--- config.mk ---
export PLATFORM = sky130hd
export DESIGN_NAME = gbc_frame_upscaler_flat
export DESIGN_NICKNAME = d
export VERILOG_FILES = /design/src/rtl/gbc_frame_upscaler_pkg.sv /design/src/rtl/gbc_frame_upscaler_if.sv /design/src/rtl/gbc_frame_upscaler_delay_line.sv /design/src/rtl/gbc_frame_upscaler.sv /design/src/flat_wrapper.sv
export SDC_FILE = /design/constraint.sdc
export NUM_CORES = 1
export LEC_CHECK = 0
export ABC_AREA = 0
export CAP_MARGIN = 30
export CORE_MARGIN = 3
export CORE_UTILIZATION = 35
export CTS_BUF_LIST = sky130_fd_sc_hd__clkbuf_8
export DETAILED_ROUTE_END_ITERATION = 16
export SYNTH_ARGS = -nofsm -noshare
export SYNTH_HDL_FRONTEND = slang
export SYNTH_SLANG_ARGS = --single-unit
--- constraint.sdc ---
create_clock -name i_clkPixel -period 1.6 [get_ports i_clkPixel]
set_input_delay 0.24 -clock i_clkPixel [delete_from_list [all_inputs] [get_ports i_clkPixel]]
set_output_delay 0.24 -clock i_clkPixel [all_outputs]
set_load 0.005 [all_outputs]
--- src/rtl/gbc_frame_upscaler_pkg.sv ---
// Shared GBC video constants and the RGB332 pixel layout used along the display path.
package gbc_frame_upscaler_pkg;

  localparam int GBC_H_PIXELS    = 160;
  localparam int GBC_V_PIXELS    = 144;
  localparam int VRAM_ADDR_WIDTH = 15;

  localparam int RGB_RED_LSB   = 5;
  localparam int RGB_GREEN_LSB = 2;
  localparam int RGB_BLUE_LSB  = 0;

  typedef struct packed {
    logic [2:0] red;
    logic [2:0] green;
    logic [1:0] blue;
  } rgb332_t;

  function automatic rgb332_t to_rgb332(input logic [7:0] raw);
    rgb332_t px;
    px.red   = raw[RGB_RED_LSB +: 3];
    px.green = raw[RGB_GREEN_LSB +: 3];
    px.blue  = raw[RGB_BLUE_LSB +: 2];
    return px;
  endfunction

endpackage

--- src/rtl/gbc_frame_upscaler_if.sv ---
// Raster-in / VRAM / RGB-out bundle between the timing controller, frame-buffer SRAM and upscaler.
interface gbc_frame_upscaler_if
  import gbc_frame_upscaler_pkg::*;
#(
  parameter int ADDR_WIDTH = VRAM_ADDR_WIDTH
);

  logic                  i_hSync;
  logic                  i_vSync;
  logic                  i_active;
  logic [15:0]           i_x;
  logic [15:0]           i_y;
  logic [ADDR_WIDTH-1:0] o_vramReadAddr;
  logic [7:0]            i_vramData;
  logic                  o_hSync;
  logic                  o_vSync;
  logic [2:0]            o_red;
  logic [2:0]            o_green;
  logic [1:0]            o_blue;

  modport master (
    output i_hSync, i_vSync, i_active, i_x, i_y, i_vramData,
    input  o_vramReadAddr, o_hSync, o_vSync, o_red, o_green, o_blue
  );

  modport slave (
    input  i_hSync, i_vSync, i_active, i_x, i_y, i_vramData,
    output o_vramReadAddr, o_hSync, o_vSync, o_red, o_green, o_blue
  );

endinterface

--- src/rtl/gbc_frame_upscaler_delay_line.sv ---
// Fixed-depth shift register that keeps sync and window flags aligned with the VRAM pipeline.
module gbc_frame_upscaler_delay_line #(
  parameter int WIDTH = 1,
  parameter int DEPTH = 1
) (
  input  logic             clk,
  input  logic             rst_n,
  input  logic [WIDTH-1:0] din,
  output logic [WIDTH-1:0] dout
);

  logic [WIDTH-1:0] stages_q [DEPTH];
  logic [WIDTH-1:0] stages_d [DEPTH];

  always_comb begin
    stages_d[0] = din;
    for (int i = 1; i < DEPTH; i++) begin
      stages_d[i] = stages_q[i-1];
    end
  end

  always_ff @(posedge clk) begin
    if (!rst_n) begin
      for (int i = 0; i < DEPTH; i++) begin
        stages_q[i] <= '0;
      end
    end else begin
      for (int i = 0; i < DEPTH; i++) begin
        stages_q[i] <= stages_d[i];
      end
    end
  end

  assign dout = stages_q[DEPTH-1];

endmodule

--- src/rtl/gbc_frame_upscaler.sv ---
// Integer upscaler from the 160x144 GBC frame buffer onto the 1280x720 raster:
// multiplier-free VRAM address counters plus a 3-stage colour/sync pipeline.
module gbc_frame_upscaler
  import gbc_frame_upscaler_pkg::*;
#(
  parameter int         SRC_W        = GBC_H_PIXELS,
  parameter int         SRC_H        = GBC_V_PIXELS,
  parameter int         SCALE        = 4,
  parameter int         H_OFFSET     = 320,
  parameter int         V_OFFSET     = 72,
  parameter int         ADDR_WIDTH   = VRAM_ADDR_WIDTH,
  parameter logic [7:0] BORDER_COLOR = 8'h00
) (
  input  logic                i_clkPixel,
  input  logic                i_rstN,
  gbc_frame_upscaler_if.slave bus
);

  localparam int SUB_W = (SCALE > 1) ? $clog2(SCALE) : 1;
  localparam int COL_W = (SRC_W > 1) ? $clog2(SRC_W) : 1;

  localparam logic [15:0]           X_FIRST       = 16'(H_OFFSET);
  localparam logic [15:0]           X_LAST        = 16'(H_OFFSET + SRC_W * SCALE - 1);
  localparam logic [15:0]           Y_FIRST       = 16'(V_OFFSET);
  localparam logic [15:0]           Y_LAST        = 16'(V_OFFSET + SRC_H * SCALE - 1);
  localparam logic [SUB_W-1:0]      SUB_LAST      = SUB_W'(SCALE - 1);
  localparam logic [COL_W-1:0]      COL_LAST      = COL_W'(SRC_W - 1);
  localparam logic [ADDR_WIDTH-1:0] ROW_STEP      = ADDR_WIDTH'(SRC_W);
  localparam logic [ADDR_WIDTH-1:0] ROW_BASE_LAST = ADDR_WIDTH'((SRC_H - 1) * SRC_W);

  logic                  in_win_row;
  logic                  in_win;
  logic                  row_end;

  logic [SUB_W-1:0]      h_sub_q, h_sub_d;
  logic [COL_W-1:0]      col_q, col_d;
  logic [SUB_W-1:0]      v_sub_q, v_sub_d;
  logic [ADDR_WIDTH-1:0] row_base_q, row_base_d;
  logic [ADDR_WIDTH-1:0] addr_q, addr_d;
  rgb332_t               rgb_q, rgb_d;

  logic                  win2;
  logic                  act2;
  logic [1:0]            sync_dly;

  assign in_win_row = (bus.i_y >= Y_FIRST) && (bus.i_y <= Y_LAST);
  assign in_win     = bus.i_active && in_win_row && (bus.i_x >= X_FIRST) && (bus.i_x <= X_LAST);
  assign row_end    = in_win && (bus.i_x == X_LAST);

  // Counters track the current source pixel/row; the address only moves while inside the window.
  always_comb begin
    h_sub_d    = h_sub_q;
    col_d      = col_q;
    v_sub_d    = v_sub_q;
    row_base_d = row_base_q;
    addr_d     = addr_q;

    if (in_win) begin
      addr_d = row_base_q + ADDR_WIDTH'(col_q);
      if (h_sub_q == SUB_LAST) begin
        h_sub_d = '0;
        col_d   = (col_q == COL_LAST) ? '0 : col_q + COL_W'(1);
      end else begin
        h_sub_d = h_sub_q + SUB_W'(1);
      end
    end else begin
      h_sub_d = '0;
      col_d   = '0;
    end

    // The last window row wraps rowBase back to 0 instead of stepping past the frame.
    if (!in_win_row) begin
      v_sub_d    = '0;
      row_base_d = '0;
    end else if (row_end) begin
      if (v_sub_q == SUB_LAST) begin
        v_sub_d    = '0;
        row_base_d = (row_base_q == ROW_BASE_LAST) ? '0 : row_base_q + ROW_STEP;
      end else begin
        v_sub_d = v_sub_q + SUB_W'(1);
      end
    end
  end

  always_comb begin
    rgb_d = '0;
    if (win2) begin
      rgb_d = to_rgb332(bus.i_vramData);
    end else if (act2) begin
      rgb_d = to_rgb332(BORDER_COLOR);
    end
  end

  always_ff @(posedge i_clkPixel) begin
    if (!i_rstN) begin
      h_sub_q    <= '0;
      col_q      <= '0;
      v_sub_q    <= '0;
      row_base_q <= '0;
      addr_q     <= '0;
      rgb_q      <= '0;
    end else begin
      h_sub_q    <= h_sub_d;
      col_q      <= col_d;
      v_sub_q    <= v_sub_d;
      row_base_q <= row_base_d;
      addr_q     <= addr_d;
      rgb_q      <= rgb_d;
    end
  end

  // Window/active flags need two stages to meet the SRAM data; syncs need all three.
  gbc_frame_upscaler_delay_line #(
    .WIDTH(2),
    .DEPTH(2)
  ) u_flag_delay (
    .clk  (i_clkPixel),
    .rst_n(i_rstN),
    .din  ({in_win, bus.i_active}),
    .dout ({win2, act2})
  );

  gbc_frame_upscaler_delay_line #(
    .WIDTH(2),
    .DEPTH(3)
  ) u_sync_delay (
    .clk  (i_clkPixel),
    .rst_n(i_rstN),
    .din  ({bus.i_hSync, bus.i_vSync}),
    .dout (sync_dly)
  );

  assign bus.o_vramReadAddr = addr_q;
  assign bus.o_hSync        = sync_dly[1];
  assign bus.o_vSync        = sync_dly[0];
  assign bus.o_red          = rgb_q.red;
  assign bus.o_green        = rgb_q.green;
  assign bus.o_blue         = rgb_q.blue;

endmodule

--- src/flat_wrapper.sv ---
// flat-port wrapper written by rule: the top's interface ports become plain ports
module gbc_frame_upscaler_flat import gbc_frame_upscaler_pkg::*;
#(
  parameter int         SRC_W        = GBC_H_PIXELS,
  parameter int         SRC_H        = GBC_V_PIXELS,
  parameter int         SCALE        = 4,
  parameter int         H_OFFSET     = 320,
  parameter int         V_OFFSET     = 72,
  parameter int         ADDR_WIDTH   = VRAM_ADDR_WIDTH,
  parameter logic [7:0] BORDER_COLOR = 8'h00
)
  (i_clkPixel, i_rstN, bus_i_hSync, bus_i_vSync, bus_i_active, bus_i_x, bus_i_y, bus_i_vramData, bus_o_vramReadAddr, bus_o_hSync, bus_o_vSync, bus_o_red, bus_o_green, bus_o_blue);
  gbc_frame_upscaler_if #(.ADDR_WIDTH(ADDR_WIDTH)) bus_i ();
  input  logic i_clkPixel;
  input  logic i_rstN;
  input wire logic [$bits(bus_i.i_hSync)-1:0] bus_i_hSync;
  input wire logic [$bits(bus_i.i_vSync)-1:0] bus_i_vSync;
  input wire logic [$bits(bus_i.i_active)-1:0] bus_i_active;
  input wire logic [$bits(bus_i.i_x)-1:0] bus_i_x;
  input wire logic [$bits(bus_i.i_y)-1:0] bus_i_y;
  input wire logic [$bits(bus_i.i_vramData)-1:0] bus_i_vramData;
  output wire logic [$bits(bus_i.o_vramReadAddr)-1:0] bus_o_vramReadAddr;
  output wire logic [$bits(bus_i.o_hSync)-1:0] bus_o_hSync;
  output wire logic [$bits(bus_i.o_vSync)-1:0] bus_o_vSync;
  output wire logic [$bits(bus_i.o_red)-1:0] bus_o_red;
  output wire logic [$bits(bus_i.o_green)-1:0] bus_o_green;
  output wire logic [$bits(bus_i.o_blue)-1:0] bus_o_blue;
  assign bus_i.i_hSync = bus_i_hSync;
  assign bus_i.i_vSync = bus_i_vSync;
  assign bus_i.i_active = bus_i_active;
  assign bus_i.i_x = bus_i_x;
  assign bus_i.i_y = bus_i_y;
  assign bus_i.i_vramData = bus_i_vramData;
  assign bus_o_vramReadAddr = bus_i.o_vramReadAddr;
  assign bus_o_hSync = bus_i.o_hSync;
  assign bus_o_vSync = bus_i.o_vSync;
  assign bus_o_red = bus_i.o_red;
  assign bus_o_green = bus_i.o_green;
  assign bus_o_blue = bus_i.o_blue;
  gbc_frame_upscaler #(.SRC_W(SRC_W), .SRC_H(SRC_H), .SCALE(SCALE), .H_OFFSET(H_OFFSET), .V_OFFSET(V_OFFSET), .ADDR_WIDTH(ADDR_WIDTH), .BORDER_COLOR(BORDER_COLOR)) u_core (.i_clkPixel(i_clkPixel), .i_rstN(i_rstN), .bus(bus_i));
endmodule
==> flow_metrics.py <==
metrics = {
    "yosys": {
        "synth_cell_type_count": 43,
        "synth_edf_count": 0,
        "syn_area_mm2": 0.00238,
        "synth.top_cells.by_area": "dfxtp_1 (45%), mux2i_1 (7.1%), nor2_1 (5.2%), xor2_1 (4.8%), ha_1 (3.7%)",
        "yosysSeqAreaShare": 0.446,
        "yosys.cell_count.top_type": "dfxtp_1",
        "synth_nets": 298,
        "yosys_warnings": 0,
        "synth_common_cells": "dfxtp_1 (53), nor2_1 (33), a21oi_1 (17), mux2i_1 (17), xor2_1 (13)",
        "ys_ff_latch": 53,
        "netlist_instances": 246,
        "synthFlopType": "dfxtp_1",
        "yosysTopAreaCellShare": 0.446,
        "synth_area_leader_cell": "dfxtp_1",
        "syn_avg_cell_area_um2": 9.68,
        "async_flop_share": 0,
    },
    "routing": {
        "post_drt_wl_per_cell_um": 14.3,
        "wl_met2_um": 2840,
        "vias": 2289,
        "via_per_inst": 5.04,
        "drt-met1-wl_um": 3150,
        "dr.pass1.iters": 4,
        "routed_wl_um": 6500,
        "met3_length_um": 486,
        "antenna_left": 0,
        "drc": 0,
        "top_layer": "met4",
        "first_iter_violations": 123,
    },
    "power_and_ir_drop": {
        "switchingPower_uw": 564,
        "pwr-share-clk": 0.350,
        "static-leakage-power_nw": 1.52,
        "p_comb_frac": 0.076,
        "p_total_mw": 2.31,
        "ir_worst_vdd_v": 0.000366,
        "seq_power_share": 0.573,
        "p_int_mw": 1.75,
        "powerDensity_mw_per_mm2": 595,
        "power.share.switching": 0.244,
    },
    "clocking": {
        "cts_tree": "done",
        "root_buffer": "clkbuf_8",
        "cts_hold_buf": 0,
        "clk_path_buf_depth": 2,
        "cts.sinks": 53,
        "h-tree-depth": 2,
        "cts_inserted_buffers": 5,
        "cts.clk_slew.worst_paths_ns": 0.11,
        "clkLatencyLatePin_ns": 0.31,
    },
    "floorplanning": {
        "ios": 70,
        "die_w_um": 88.5,
        "coreArea_mm2": 0.00646,
        "core.rowCount": 29,
        "dieArea_mm2": 0.00783,
        "die_y_um": 88.5,
        "start_util": 0.369,
    },
    "worst_setup_path": {
        "r2r_slack_ns": 0.0003,
        "cpPeakStageDelay_ns": 0.47,
        "cp_top_family": "simple AND/OR/NAND/NOR gates",
        "cp.required_ns": 1.85,
        "crit_path_cell_trace": "ha_2 -> nor2_1 -> or2_2 -> or4_1 -> a21oi_1",
        "r2r_cells": 5,
        "worstSetupPathType": "reg -> reg",
        "worst_path_max_delay_cell": "or4_1",
        "start_kind": "flip-flop",
        "crit_arrival_ns": 1.85,
        "cp.buffers_inverters": 0,
        "critPathMaxFanout": 4,
        "rr_endpoint": "u_core.row_base_q[13]",
        "cp-end-kind": "flip-flop",
        "reg2reg_from": "u_core.row_base_q[6]",
    },
    "placed_design": {
        "io_buffers": 66,
        "hpwl_um": 4630,
        "dp_slack_ns": -0.559,
        "place.gp.congestion": 0.869,
    },
    "finish": {
        "nets": 428,
        "area_growth_pct": 63.1,
        "n_fill_cell": 580,
        "multi_input_area_mm2": 0.00149,
        "n_antenna_cell": 0,
        "seqCellArea_mm2": 0.00107,
        "drive_gt1_frac": 0.345,
    },
    "sta": {
        "final-hold-violation-count": 0,
        "slew_viol_final": 0,
        "period_needed_ns": 1.60,
        "final.setup.worst_slack_ns": 0.000316,
        "setup_viol": 0,
        "timing.hold.ws_ns": 0.439,
        "rsz0062_at_grt": "yes",
        "tightest_slew_ns": 0.470,
        "fin_tns_setup_ns": 0,
        "slew-limit-headroom": 0.686,
        "max_freq_mhz": 625,
        "period_share": 1.00,
        "skew_ns": 0.00462,
    },
    "run": {
        "maxCapViolCount": 0,
    },
    "grt": {
        "grt_overflow_total": 0,
        "antenna_found_initial": 0,
        "grt_start_max_net_pins": 19,
        "track_usage": 0.167,
        "grt_pass1_vias": 2257,
        "grt_pass1_wl_um": 10500,
    },
    "min_path": {
        "whs_path_depth": 1,
        "holdPathEnd": "u_core.u_flag_delay.stages_q[0][3]",
        "hp-start": "u_core.u_flag_delay.stages_q[0][1]",
        "worstHoldPathType": "reg -> reg",
    },
    "run_status": {
        "status": "finished, final reports clean",
    },
}
==> per-stage QoR <==
step	instance area (um^2)	instances	utilization
after floorplan	2400	246	-
after global placement	3520	433	0.545
after detailed placement	3520	433	0.545
after CTS	3770	451	0.584
after global routing	3880	454	0.601
final	3880	454	0.601
==> cells in the final DEF, fill, tap and decap left out, types with 4 or more instances in the layout <==
cell type	n
nand2_1	9
and3_1	9
a21oi_1	14
dfxtp_2	7
dfxtp_1	46
nand3_1	4
and2_1	7
buf_4	60
clkbuf_8	5
nand4b_1	4
inv_1	4
clkbuf_2	7
dlygate4sd2_1	17
nor2_1	29
nor3_2	4
nand4_1	6
nor2_2	4
o21ai_0	6
xor2_1	11
mux2i_1	15
clkdlybuf4s50_1	38
==> area by class of cell <==
class / instances / area share
Multi-Input combinational cell: 183 / 0.384
Clock buffer: 5 / 0.0177
Tap cell: 77 / 0.0248
Sequential cell: 53 / 0.275
Timing Repair Buffer: 129 / 0.287
Inverter: 4 / 0.00387
Clock inverter: 3 / 0.00644
==> power groups by stage <==
stage	combinational, mW	sequential (mW)	clock (mW)
after detailed placement	0.177	1.36	0
after CTS	0.170	1.33	0.832
after global placement	0.175	1.36	0
after global routing	0.190	1.33	0.887
after floorplan	0.0400	1.36	0
final	0.177	1.33	0.809
==> timing repair <==
item	4_1_cts	5_1_grt
gates cloned	2	0
resized for setup	48	45
setup buffers	8	3
pin swaps	21	20
setup endpoints to repair	36	27
==> worst max-delay path by stage <==
stage               cells after the start  slack (ns)                             to            startpoint
floorplan                               6       0.002   u_core.bus.o_vramReadAddr[0]           bus_i_x[12]
global placement                        6       -0.54           u_core.row_base_q[9]           bus_i_x[10]
detailed placement                      6       -0.56           u_core.row_base_q[9]           bus_i_x[10]
CTS                                     8        0.01   u_core.bus.o_vramReadAddr[9]           bus_i_y[13]
global route                            7       -0.10  u_core.bus.o_vramReadAddr[14]       u_core.col_q[7]
finish                                  5      0.0003          u_core.row_base_q[13]  u_core.row_base_q[6]
==> cell families after synthesis <==
logic type / synth area share
flip-flops: 0.446
adder cells (fa/ha/maj): 0.0368
buffers and inverters: 0.0205
multiplexers: 0.0715
AND/OR/NAND/NOR: 0.256
XOR/XNOR: 0.0589
AO/OA/AOI/OAI: 0.110
==> sequential cells by signal, indices dropped and copies added, names as in the netlist <==
name                          flops
u_core.bus.o_vramReadAddr        15
u_core.row_base_q                10
u_core.col_q                      8
u_core.u_sync_delay.stages_q      6
u_core.bus.o_green                3
u_core.bus.o_red                  3
u_core.bus.o_blue                 2
u_core.h_sub_q                    2
u_core.u_flag_delay.stages_q      2
u_core.v_sub_q                    2
==> layer usage <==
layer / track usage / up-vias
li1: - / 1142
met1: 0.234 / 1068
met2: 0.267 / 75
met3: 0.0428 / 4
met4: 0.0247 / 0
met5: 0 / -
Power figures use the tool's default switching activity.
